--- config.mk ---
export PLATFORM = sky130hd
export DESIGN_NAME = ram_access_arbiter_flat
export DESIGN_NICKNAME = d
export VERILOG_FILES = /design/src/rtl/ram_access_arbiter_pkg.sv /design/src/rtl/ram_access_arbiter_if.sv /design/src/rtl/ram_access_arbiter_rr_pick.sv /design/src/rtl/ram_access_arbiter.sv /design/src/flat_wrapper.sv
export SDC_FILE = /design/constraint.sdc
export NUM_CORES = 1
export LEC_CHECK = 0
export BUFFER_PORTS_ARGS = -buffer_cell sky130_fd_sc_hd__buf_4
export CORE_UTILIZATION = 30
export CTS_CLUSTER_DIAMETER = 150
export DETAILED_ROUTE_END_ITERATION = 12
export PLACE_DENSITY = 0.66
export REMOVE_ABC_BUFFERS = 1
export SYNTH_ARGS = -nofsm -noshare
export SYNTH_HDL_FRONTEND = slang
export SYNTH_SLANG_ARGS = --single-unit
--- constraint.sdc ---
create_clock -name clk -period 2.9 [get_ports clk]
set_input_delay 0.87 -clock clk [delete_from_list [all_inputs] [get_ports clk]]
set_output_delay 0.87 -clock clk [all_outputs]
set_load 0.03 [all_outputs]
--- src/rtl/ram_access_arbiter_pkg.sv ---
`default_nettype none
// ============================================================================
// Module      : ram_access_arbiter_pkg
// Description : Shared types and constants for the log RAM access arbiter.
//               Contains the FSM state encoding (3 bits), the round-robin
//               grant side encoding, the one-hot grant vector type and the
//               default widths and RAM depth.
// Revision    : 1.0 - initial release
// ============================================================================
package ram_access_arbiter_pkg;

    localparam int c_addr_width = 16;
    localparam int c_data_width = 37;
    localparam int c_depth      = 256;

    // Arbiter sequencing states
    typedef enum logic [2:0] {
        ST_IDLE    = 3'd0,
        ST_WRITE   = 3'd1,
        ST_READ1   = 3'd2,
        ST_READ2   = 3'd3,
        ST_CLEAR   = 3'd4,
        ST_DONE_RD = 3'd5
    } arb_state_e;

    // Side that won the most recent read/write arbitration
    typedef enum logic {
        GRANT_WR = 1'b0,
        GRANT_RD = 1'b1
    } grant_e;

    // One-hot grant produced by the round-robin picker
    typedef struct packed {
        logic wr;
        logic rd;
    } grant_oh_t;

endpackage : ram_access_arbiter_pkg
`default_nettype wire

--- src/rtl/ram_access_arbiter_if.sv ---
`default_nettype none
// ============================================================================
// Module      : ram_access_arbiter_if
// Description : Bundles the requester handshakes and the RAM control bus of
//               the log RAM arbiter.
//               slave  : arbiter view (takes requests, drives done/RAM pins)
//               master : environment view (requesters plus the RAM itself)
//               Signals: wr_req/wr_addr/wr_data/wr_done, rd_req/rd_addr/
//               rd_data/rd_done, clr_req/clr_done, addr_err, ram_we/ram_re/
//               ram_clr, ram_wr_addr/ram_wr_data/ram_rd_addr, ram_rd_data.
// Revision    : 1.0 - initial release
// ============================================================================
interface ram_access_arbiter_if #(
    parameter int ADDR_WIDTH = 16,
    parameter int DATA_WIDTH = 37
);
    // writer
    logic                  wr_req;
    logic [ADDR_WIDTH-1:0] wr_addr;
    logic [DATA_WIDTH-1:0] wr_data;
    logic                  wr_done;
    // reader
    logic                  rd_req;
    logic [ADDR_WIDTH-1:0] rd_addr;
    logic [DATA_WIDTH-1:0] rd_data;
    logic                  rd_done;
    // clear requester
    logic                  clr_req;
    logic                  clr_done;
    // status
    logic                  addr_err;
    // RAM side
    logic                  ram_we;
    logic                  ram_re;
    logic                  ram_clr;
    logic [ADDR_WIDTH-1:0] ram_wr_addr;
    logic [DATA_WIDTH-1:0] ram_wr_data;
    logic [ADDR_WIDTH-1:0] ram_rd_addr;
    logic [DATA_WIDTH-1:0] ram_rd_data;

    modport slave (
        input  wr_req, wr_addr, wr_data,
        input  rd_req, rd_addr,
        input  clr_req,
        input  ram_rd_data,
        output wr_done, rd_done, rd_data, clr_done, addr_err,
        output ram_we, ram_re, ram_clr,
        output ram_wr_addr, ram_wr_data, ram_rd_addr
    );

    modport master (
        output wr_req, wr_addr, wr_data,
        output rd_req, rd_addr,
        output clr_req,
        output ram_rd_data,
        input  wr_done, rd_done, rd_data, clr_done, addr_err,
        input  ram_we, ram_re, ram_clr,
        input  ram_wr_addr, ram_wr_data, ram_rd_addr
    );

endinterface : ram_access_arbiter_if
`default_nettype wire

--- src/rtl/ram_access_arbiter_rr_pick.sv ---
`default_nettype none
// ============================================================================
// Module      : ram_arb_rr_pick
// Description : Combinational two-way round-robin picker between the writer
//               and the reader. When both request, the side that did not win
//               last time is granted; otherwise the lone requester wins.
//   wr_req     in  writer request
//   rd_req     in  reader request
//   last_grant in  side granted most recently
//   grant      out one-hot grant {wr, rd}; all-zero when nobody requests
// Revision    : 1.0 - initial release
// ============================================================================
module ram_arb_rr_pick
    import ram_access_arbiter_pkg::*;
(
    input  logic      wr_req,
    input  logic      rd_req,
    input  grant_e    last_grant,
    output grant_oh_t grant
);

    always_comb begin
        grant = '0;
        if (wr_req && rd_req) begin
            if (last_grant == GRANT_RD) begin
                grant.wr = 1'b1;
            end else begin
                grant.rd = 1'b1;
            end
        end else begin
            grant.wr = wr_req;
            grant.rd = rd_req;
        end
    end

endmodule : ram_arb_rr_pick
`default_nettype wire

--- src/rtl/ram_access_arbiter.sv ---
`default_nettype none
// ============================================================================
// Module      : ram_access_arbiter
// Description : Sequences every access to the shared single-clock log RAM
//               (1-cycle registered read, whole-array clear). Arbitrates a
//               writer, a reader and a clear requester over valid/done
//               handshakes and owns all RAM control pins, so we/re/clr are
//               mutually exclusive. Out-of-range addresses are answered with
//               done + addr_err and never reach the RAM.
//   clk   in  single clock, all state changes on posedge
//   rst_n in  asynchronous active-low reset
//   bus   slave modport of ram_access_arbiter_if (requests, done pulses,
//         read data, address error, RAM control/address/data pins)
// Revision    : 1.0 - initial release
// ============================================================================
module ram_access_arbiter
    import ram_access_arbiter_pkg::*;
#(
    parameter int ADDR_WIDTH = c_addr_width,
    parameter int DATA_WIDTH = c_data_width,
    parameter int DEPTH      = c_depth
) (
    input  logic                   clk,
    input  logic                   rst_n,
    ram_access_arbiter_if.slave    bus
);

    // One extra bit so a DEPTH of 2**ADDR_WIDTH does not truncate to zero;
    // the compare stays unsigned over the full address width.
    localparam logic [ADDR_WIDTH:0] c_depth_ext = (ADDR_WIDTH + 1)'(DEPTH);

    arb_state_e            r_state;
    grant_e                r_last_grant;

    logic                  r_ram_we;
    logic                  r_ram_re;
    logic                  r_ram_clr;
    logic                  r_wr_done;
    logic                  r_rd_done;
    logic                  r_clr_done;
    logic                  r_addr_err;
    logic [ADDR_WIDTH-1:0] r_ram_wr_addr;
    logic [DATA_WIDTH-1:0] r_ram_wr_data;
    logic [ADDR_WIDTH-1:0] r_ram_rd_addr;
    logic [DATA_WIDTH-1:0] r_rd_data;

    grant_oh_t             w_grant;
    logic                  w_wr_in_range;
    logic                  w_rd_in_range;

    assign w_wr_in_range = ({1'b0, bus.wr_addr} < c_depth_ext);
    assign w_rd_in_range = ({1'b0, bus.rd_addr} < c_depth_ext);

    ram_arb_rr_pick u_rr_pick (
        .wr_req     (bus.wr_req),
        .rd_req     (bus.rd_req),
        .last_grant (r_last_grant),
        .grant      (w_grant)
    );

    // ------------------------------------------------------------------------
    // Sequencer. Every output is a register loaded together with the state it
    // belongs to, so the RAM pins are a clean function of the state entered
    // and the async reset clears them immediately. A rejected write still
    // passes through WRITE (to emit its done pulse) with ram_we held low; a
    // rejected read jumps straight to DONE_RD.
    // ------------------------------------------------------------------------
    always_ff @(posedge clk or negedge rst_n) begin
        if (!rst_n) begin
            r_state       <= ST_IDLE;
            r_last_grant  <= GRANT_RD;
            r_ram_we      <= 1'b0;
            r_ram_re      <= 1'b0;
            r_ram_clr     <= 1'b0;
            r_wr_done     <= 1'b0;
            r_rd_done     <= 1'b0;
            r_clr_done    <= 1'b0;
            r_addr_err    <= 1'b0;
            r_ram_wr_addr <= '0;
            r_ram_wr_data <= '0;
            r_ram_rd_addr <= '0;
            r_rd_data     <= '0;
        end else begin
            // single-cycle pulses fall unless the next state re-asserts them
            r_ram_we   <= 1'b0;
            r_ram_re   <= 1'b0;
            r_ram_clr  <= 1'b0;
            r_wr_done  <= 1'b0;
            r_rd_done  <= 1'b0;
            r_clr_done <= 1'b0;
            r_addr_err <= 1'b0;

            case (r_state)
                ST_IDLE: begin
                    if (bus.clr_req) begin
                        // clear has absolute priority and leaves round robin alone
                        r_state    <= ST_CLEAR;
                        r_ram_clr  <= 1'b1;
                        r_clr_done <= 1'b1;
                    end else if (w_grant.wr) begin
                        r_last_grant  <= GRANT_WR;
                        r_ram_wr_addr <= bus.wr_addr;
                        r_ram_wr_data <= bus.wr_data;
                        r_state       <= ST_WRITE;
                        r_wr_done     <= 1'b1;
                        if (w_wr_in_range) begin
                            r_ram_we <= 1'b1;
                        end else begin
                            r_addr_err <= 1'b1;
                        end
                    end else if (w_grant.rd) begin
                        r_last_grant  <= GRANT_RD;
                        r_ram_rd_addr <= bus.rd_addr;
                        if (w_rd_in_range) begin
                            r_state  <= ST_READ1;
                            r_ram_re <= 1'b1;
                        end else begin
                            r_state    <= ST_DONE_RD;
                            r_rd_done  <= 1'b1;
                            r_addr_err <= 1'b1;
                        end
                    end
                end

                ST_WRITE: begin
                    r_state <= ST_IDLE;
                end

                ST_READ1: begin
                    // RAM samples the address at the end of this cycle
                    r_state  <= ST_READ2;
                    r_ram_re <= 1'b1;
                end

                ST_READ2: begin
                    // registered RAM output is valid now; capture it
                    r_state   <= ST_DONE_RD;
                    r_rd_done <= 1'b1;
                    r_rd_data <= bus.ram_rd_data;
                end

                ST_DONE_RD: begin
                    r_state <= ST_IDLE;
                end

                ST_CLEAR: begin
                    r_state <= ST_IDLE;
                end

                default: begin
                    r_state <= ST_IDLE;
                end
            endcase
        end
    end

    assign bus.ram_we      = r_ram_we;
    assign bus.ram_re      = r_ram_re;
    assign bus.ram_clr     = r_ram_clr;
    assign bus.wr_done     = r_wr_done;
    assign bus.rd_done     = r_rd_done;
    assign bus.clr_done    = r_clr_done;
    assign bus.addr_err    = r_addr_err;
    assign bus.ram_wr_addr = r_ram_wr_addr;
    assign bus.ram_wr_data = r_ram_wr_data;
    assign bus.ram_rd_addr = r_ram_rd_addr;
    assign bus.rd_data     = r_rd_data;

endmodule : ram_access_arbiter
`default_nettype wire

--- src/flat_wrapper.sv ---
// flat-port wrapper written by rule: the top's interface ports become plain ports
module ram_access_arbiter_flat import ram_access_arbiter_pkg::*;
#(
    parameter int ADDR_WIDTH = c_addr_width,
    parameter int DATA_WIDTH = c_data_width,
    parameter int DEPTH      = c_depth
)
  (clk, rst_n, bus_wr_req, bus_wr_addr, bus_wr_data, bus_rd_req, bus_rd_addr, bus_clr_req, bus_ram_rd_data, bus_wr_done, bus_rd_done, bus_rd_data, bus_clr_done, bus_addr_err, bus_ram_we, bus_ram_re, bus_ram_clr, bus_ram_wr_addr, bus_ram_wr_data, bus_ram_rd_addr);
  ram_access_arbiter_if #(.ADDR_WIDTH(ADDR_WIDTH), .DATA_WIDTH(DATA_WIDTH)) bus_i ();
  input  logic clk;
  input  logic rst_n;
  input wire logic [$bits(bus_i.wr_req)-1:0] bus_wr_req;
  input wire logic [$bits(bus_i.wr_addr)-1:0] bus_wr_addr;
  input wire logic [$bits(bus_i.wr_data)-1:0] bus_wr_data;
  input wire logic [$bits(bus_i.rd_req)-1:0] bus_rd_req;
  input wire logic [$bits(bus_i.rd_addr)-1:0] bus_rd_addr;
  input wire logic [$bits(bus_i.clr_req)-1:0] bus_clr_req;
  input wire logic [$bits(bus_i.ram_rd_data)-1:0] bus_ram_rd_data;
  output wire logic [$bits(bus_i.wr_done)-1:0] bus_wr_done;
  output wire logic [$bits(bus_i.rd_done)-1:0] bus_rd_done;
  output wire logic [$bits(bus_i.rd_data)-1:0] bus_rd_data;
  output wire logic [$bits(bus_i.clr_done)-1:0] bus_clr_done;
  output wire logic [$bits(bus_i.addr_err)-1:0] bus_addr_err;
  output wire logic [$bits(bus_i.ram_we)-1:0] bus_ram_we;
  output wire logic [$bits(bus_i.ram_re)-1:0] bus_ram_re;
  output wire logic [$bits(bus_i.ram_clr)-1:0] bus_ram_clr;
  output wire logic [$bits(bus_i.ram_wr_addr)-1:0] bus_ram_wr_addr;
  output wire logic [$bits(bus_i.ram_wr_data)-1:0] bus_ram_wr_data;
  output wire logic [$bits(bus_i.ram_rd_addr)-1:0] bus_ram_rd_addr;
  assign bus_i.wr_req = bus_wr_req;
  assign bus_i.wr_addr = bus_wr_addr;
  assign bus_i.wr_data = bus_wr_data;
  assign bus_i.rd_req = bus_rd_req;
  assign bus_i.rd_addr = bus_rd_addr;
  assign bus_i.clr_req = bus_clr_req;
  assign bus_i.ram_rd_data = bus_ram_rd_data;
  assign bus_wr_done = bus_i.wr_done;
  assign bus_rd_done = bus_i.rd_done;
  assign bus_rd_data = bus_i.rd_data;
  assign bus_clr_done = bus_i.clr_done;
  assign bus_addr_err = bus_i.addr_err;
  assign bus_ram_we = bus_i.ram_we;
  assign bus_ram_re = bus_i.ram_re;
  assign bus_ram_clr = bus_i.ram_clr;
  assign bus_ram_wr_addr = bus_i.ram_wr_addr;
  assign bus_ram_wr_data = bus_i.ram_wr_data;
  assign bus_ram_rd_addr = bus_i.ram_rd_addr;
  ram_access_arbiter #(.ADDR_WIDTH(ADDR_WIDTH), .DATA_WIDTH(DATA_WIDTH), .DEPTH(DEPTH)) u_core (.clk(clk), .rst_n(rst_n), .bus(bus_i));
endmodule
; Word-level counts from Yosys, hierarchy flattened
; Index checks and enable logic that the tools add are counted.
[op_classes]
magnitude_cmp = 2
eq_ne = 3
muxes = 33
n_bitwise = 2
reduce_logical = 6
[ops]
columns = op, count
row1 = "16-bit by 9-bit < comparator with 1-bit output, second input constant", 2
row2 = 1-bit two-way mux, 25
row3 = 3-bit two-way mux, 4
row4 = 3-bit case mux with 3 select lines, 1
row5 = "3-bit by 2-bit == test with 1-bit output, second input constant", 2
row6 = 3-bit AND reduction, 2
row7 = "4-bit != test, second input constant", 1
row8 = 1-bit case mux with 2 select lines, 2
row9 = 4-bit AND reduction, 1
row10 = 3-bit zero test, 1
row11 = 2-bit two-way mux, 1
row12 = 1-bit NOT, 2
row13 = 2-bit nonzero test, 1
row14 = 1-bit logical AND, 1
[totals]
reg_bits = 116
inputBits = 111
out_inout_bits = 113
elab_cells = 58

; Depth between registers and ports, before layout
[logic_depth]
depth_word = 6
mapped_depth = 6
depth_no_buf = 3

; Cells and area by module
; A second synthesis with hierarchy kept.
[unflattened]
hier_cells = 277
area_unflattened_um2 = 4635.7
[modules_own_cells]
columns = mod, instances, cells_each, area_per_inst_um2, seq_area_each_um2
row1 = ram_access_arbiter, 1, 274, 4616.9, 2904.0
row2 = ram_arb_rr_pick, 1, 3, 18.8, 0.0

; Least setup slack after synthesis
; No wires, ideal clock.
[synth_path]
path_kind = input to register
from = input bus_clr_req
to = register u_core.r_ram_rd_addr[0] (netlist: u_core.bus.ram_rd_addr[0])
setup_ns = 0.125
arrival_ns = 2.085
required_ns = 2.775
path_slack_ns = 0.690
cell_stages = 3
path_buffers = 0
cell_sequence = or4_4 > a211oi_4 > mux2_2
[synth_between]
elab_chain_cells = 2
[synth_lines]
columns = element, line_no
row1 = "start, declared", flat_wrapper.sv:17  ; input wire logic [$bits(bus_i.clr_req)-1:0] bus_clr_req;
row2 = 1-bit NOT (no source line), -
row3 = 4-bit AND reduction (no source line), -
row4 = "end signal, assigned", ram_access_arbiter.sv:113  ; r_ram_rd_addr <= bus.rd_addr;
row5 = "end, declared", ram_access_arbiter.sv:44  ; logic [ADDR_WIDTH-1:0] r_ram_rd_addr;
; Every way passes these cells.
; A chain may end at the register's enable or synchronous reset.

; Worst setup path in the final report
[layout_path]
from = register u_core.r_state[1]
to = register u_core.r_ram_rd_addr[1] (netlist: u_core.bus.ram_rd_addr[1])
[layout_between]
elab_chain_cells = 2
[layout_lines]
columns = element, line_no
row1 = "start, declared", ram_access_arbiter.sv:32  ; arb_state_e r_state;
row2 = "start signal, assigned", ram_access_arbiter.sv:70  ; r_state <= ST_IDLE;
row3 = "start signal, assigned", ram_access_arbiter.sv:97  ; r_state <= ST_CLEAR;
row4 = "start signal, assigned", ram_access_arbiter.sv:104  ; r_state <= ST_WRITE;
row5 = 3-bit zero test, ram_access_arbiter.sv:93  ; case (r_state)
row6 = 4-bit AND reduction (no source line), -
; Every way passes these cells.

==> summary.md <==
| Metric | Value |
|---|---|
| Cells after synthesis | approximately 270 |
| CTS tree | done |
| Power Density | ~1100 nW/um2 |
| Detailed router's first-iteration violation count | 53 |
| Fmax | 0.483 GHz |
| Worst-path fanout max | 10 |
| Sw frac | 0.355 |
| Post-Route WL | about 11000 um |
| Synthesis Warnings | 0 |
| Die Area | 15400 um2 |
| Clk_lat worst skew | ~0.4 ns |
| Antenna violations before repair | 0 |
| Ports | roughly 220 |
| Post-route insts no fill | approximately 700 |
| CTS resizes | 0 |
| Root buffer cell | clkbuf_16 |
| Leading area contributor after synthesis | dfrtp_1 |
| Via density | 4.44 |
| Mapped Area | between 4000 and 5000 um2 |
| Comb pwr share | 0.385 |
| Crit path buf inv count | 0 |
| Layout area overhead | 55.6% |
| Max-Cap Viols | 0 |
| Outcome | completed |
| IO buf count | around 220 |
| Worst setup path category | flop to flop |
| Core Area | roughly 15000 um2 |
| Mapped Avg Cell Area | 16.5 um2 |
| Critical path arrival | 2.36 ns |
| # rows | 44 |
| Starting Density | 0.307 |
| Fillers | ~1.3k |
| Net Switching | between 2 and 3 mW |
| Total number of vias | slightly above 3k |
| Clock power share | 0.277 |
| Tmin final | around 2.1 ns |
| Sequential Area | 2900 um2 |
| Final GP Congestion | 0.730 |
| Seq pwr share | 0.338 |
| Final hold vios | 0 |
| Share of the synthesized area in the top cell type | 0.645 |
| Die Wd | between 100 and 150 um |
| Vias in the first global route | 3210 |
| Max Slew Vio Count | 0 |
| Cts hold-fix bufs | 0 |
| Share of layout cells above drive strength 1 | 0.722 |
| CP max stage cell | or4_4 |
| Power Internal | roughly 4.7 mW |
| Clk buf depth | 2 |
| Yosys reg bits | between 100 and 150 |
| CP Data Required Time | 3.19 ns |
| Fin Hold WS | 0.405 ns |
| Cells along the critical path | or4_4 -> a211oi_4 -> mux2_2 |
| Clock-pin slew on the worst setup and hold paths | approximately 0.060 ns |
| Max transition margin | 0.398 |
| Multi-input combinational cell area | about 1500 um2 |
| Delay-heaviest family, CP | simple AND/OR/NAND/NOR gates |
| Die height | about 120 um |
| Leak | about 3.4 nW |
| Num Clock Sinks | around 120 |
| Largest net degree at the start of global routing | 58 |
| Setup crit end kind | flop |
| Slowest stage delay, CP | between 0.5 and 0.6 ns |
| # setup viols final | 0 |
| Post-synth cell types | 33 |
| Net count, final | ~620 |
| Final setup skew | ~0.0074 ns |
| Global Route Usage Sum | 0.140 |
| Final period util | 0.714 |
| Global-route wire length before repair | between 15000 and 20000 um |
| Synth top area cells | dfrtp_1, mux2_2, mux2_4, buf_1, dfstp_2 |
| WL/cell | about 15 um |
| Setup repair bufs after CTS | 0 |
| Post-Place Cells | 670 |
| Worst slew pin tran | between 0.9 and 1 ns |
| Hold Crit Class | input port to async pin |
| Crit start category | flop |
| Post-DRT Antenna Nets | 0 |
| Antenna Cells | 0 |
| Residual DRC count | 0 |
| CTS Buf Count | 17 |
| H-tree levels | 4 |
| Post-DP HPWL | between 8000 and 9000 um |
| VDD IR max | approximately 0.54 mV |
| Sequential fraction of the synthesis area | 0.651 |
| RSZ-0062 raised after global routing | no |
| Fin Setup TNS | 0 ns |
| Total gr overflow | 0 |
| Drt pass-1 iters | 4 |
## cells in the final DEF (no fill, tap or decap), types with 3 or more instances in the layout
cell         n
buf_4      226
inv_1        3
mux2_2      98
clkbuf_16   17
nor2_1       3
mux2_4       8
clkbuf_8     3
clkinv_2     6
a21oi_1      4
dfrtp_1    115
## synth_stat cells (all sizes together)
cell type  instances
nand2              1
clkbuf             2
or2                1
and3               1
a22o               2
nor2               3
o211ai             1
or4                3
and2               1
mux2             106
a31oi              1
a211oi             1
and4               1
a21oi              4
buf               11
nor4               3
a211o              1
nor3               1
nand2b             1
inv                3
dfstp              1
dfrtp            115
o21ai              2
a221oi             2
or3                1
o2bb2ai            1
nand3              1
## worst register-to-register path: cells and delay by family, from the launching register on
family          cells  cell delay (ns)
mux                 1             0.40
simple gates        1             0.58
flops               1             0.49
compound gates      1             0.49
## through the flow
step | area [um2] | setup WS (ns) | power, mW | utilization
after floorplan | 4390 | 0.348 | 4.13 | -
after global placement | 6360 | 0.467 | 5.29 | 0.437
after detailed placement | 6360 | 0.432 | 5.36 | 0.437
after CTS | 6940 | 0.825 | 7.42 | 0.477
after global routing | 6940 | 0.758 | 7.67 | 0.477
final | 6940 | 0.829 | 7.33 | 0.477
## cells by family (layout without fill, tap and decap cells)
logic type	Yosys count	in the layout	share of synthesized area
flops	116	116	0.651
buf+inv	16	263	0.0180
mux	106	106	0.274
simple gates	18	18	0.0295
compound gates	15	15	0.0269
## routing by layer
metal | part of all wire | global-route usage | vias to the layer above | wire (um)
li1 | - | - | 1441 | -
met1 | 0.37 | 0.146 | 1532 | 3930
met2 | 0.53 | 0.248 | 125 | 5740
met3 | 0.081 | 0.0467 | 16 | 873
met4 | 0.020 | 0.0729 | 0 | 217
met5 | 0 | 0 | - | 0
## sequential cells by signal (all words and copies together) (netlist names)
register,count
u_core.bus.rd_data,37
u_core.bus.ram_we,1
u_core.bus.rd_done,1
u_core.bus.wr_done,1
u_core.bus.ram_rd_addr,16
u_core.bus.addr_err,1
u_core.r_state,3
u_core.bus.ram_wr_addr,16
u_core.bus.ram_re,1
u_core.r_last_grant,1
u_core.bus.clr_done,1
u_core.bus.ram_wr_data,37
## layout make-up
type,count,area share
clock buffers,22,0.0684
clock inverters,10,0.0152
inverters,3,0.00162
multi-input cells,139,0.213
flip-flops and latches,116,0.419
well taps,184,0.0332
repair buffers,228,0.250
## path summary, 6_finish.rpt
check                                        from                          to  slack [ns]  cells after the start
min                                         rst_n  u_core.bus.ram_wr_data[15]        0.40                      1
min in group clk           u_core.bus.rd_data[10]      u_core.bus.rd_data[10]        0.50                      1
max                             u_core.r_state[1]   u_core.bus.ram_rd_addr[1]        0.83                      3
max reg2reg                     u_core.r_state[1]   u_core.bus.ram_rd_addr[1]        0.83                      3
min reg2reg                u_core.bus.rd_data[10]      u_core.bus.rd_data[10]        0.50                      1
max in group asynchronous                   rst_n      u_core.bus.rd_data[22]        1.77                      2
## power groups by stage
| stage | clock (mW) | combinational [mW] | sequential [mW] |
|---|---|---|---|
| detailed placement | 0 | 2.86 | 2.50 |
| global route | 2.16 | 2.96 | 2.55 |
| CTS | 2.09 | 2.86 | 2.48 |
| floorplan | 0 | 0.611 | 3.52 |
| finish | 2.03 | 2.82 | 2.48 |
| global placement | 0 | 2.82 | 2.47 |
Power figures use the tool's default switching activity.
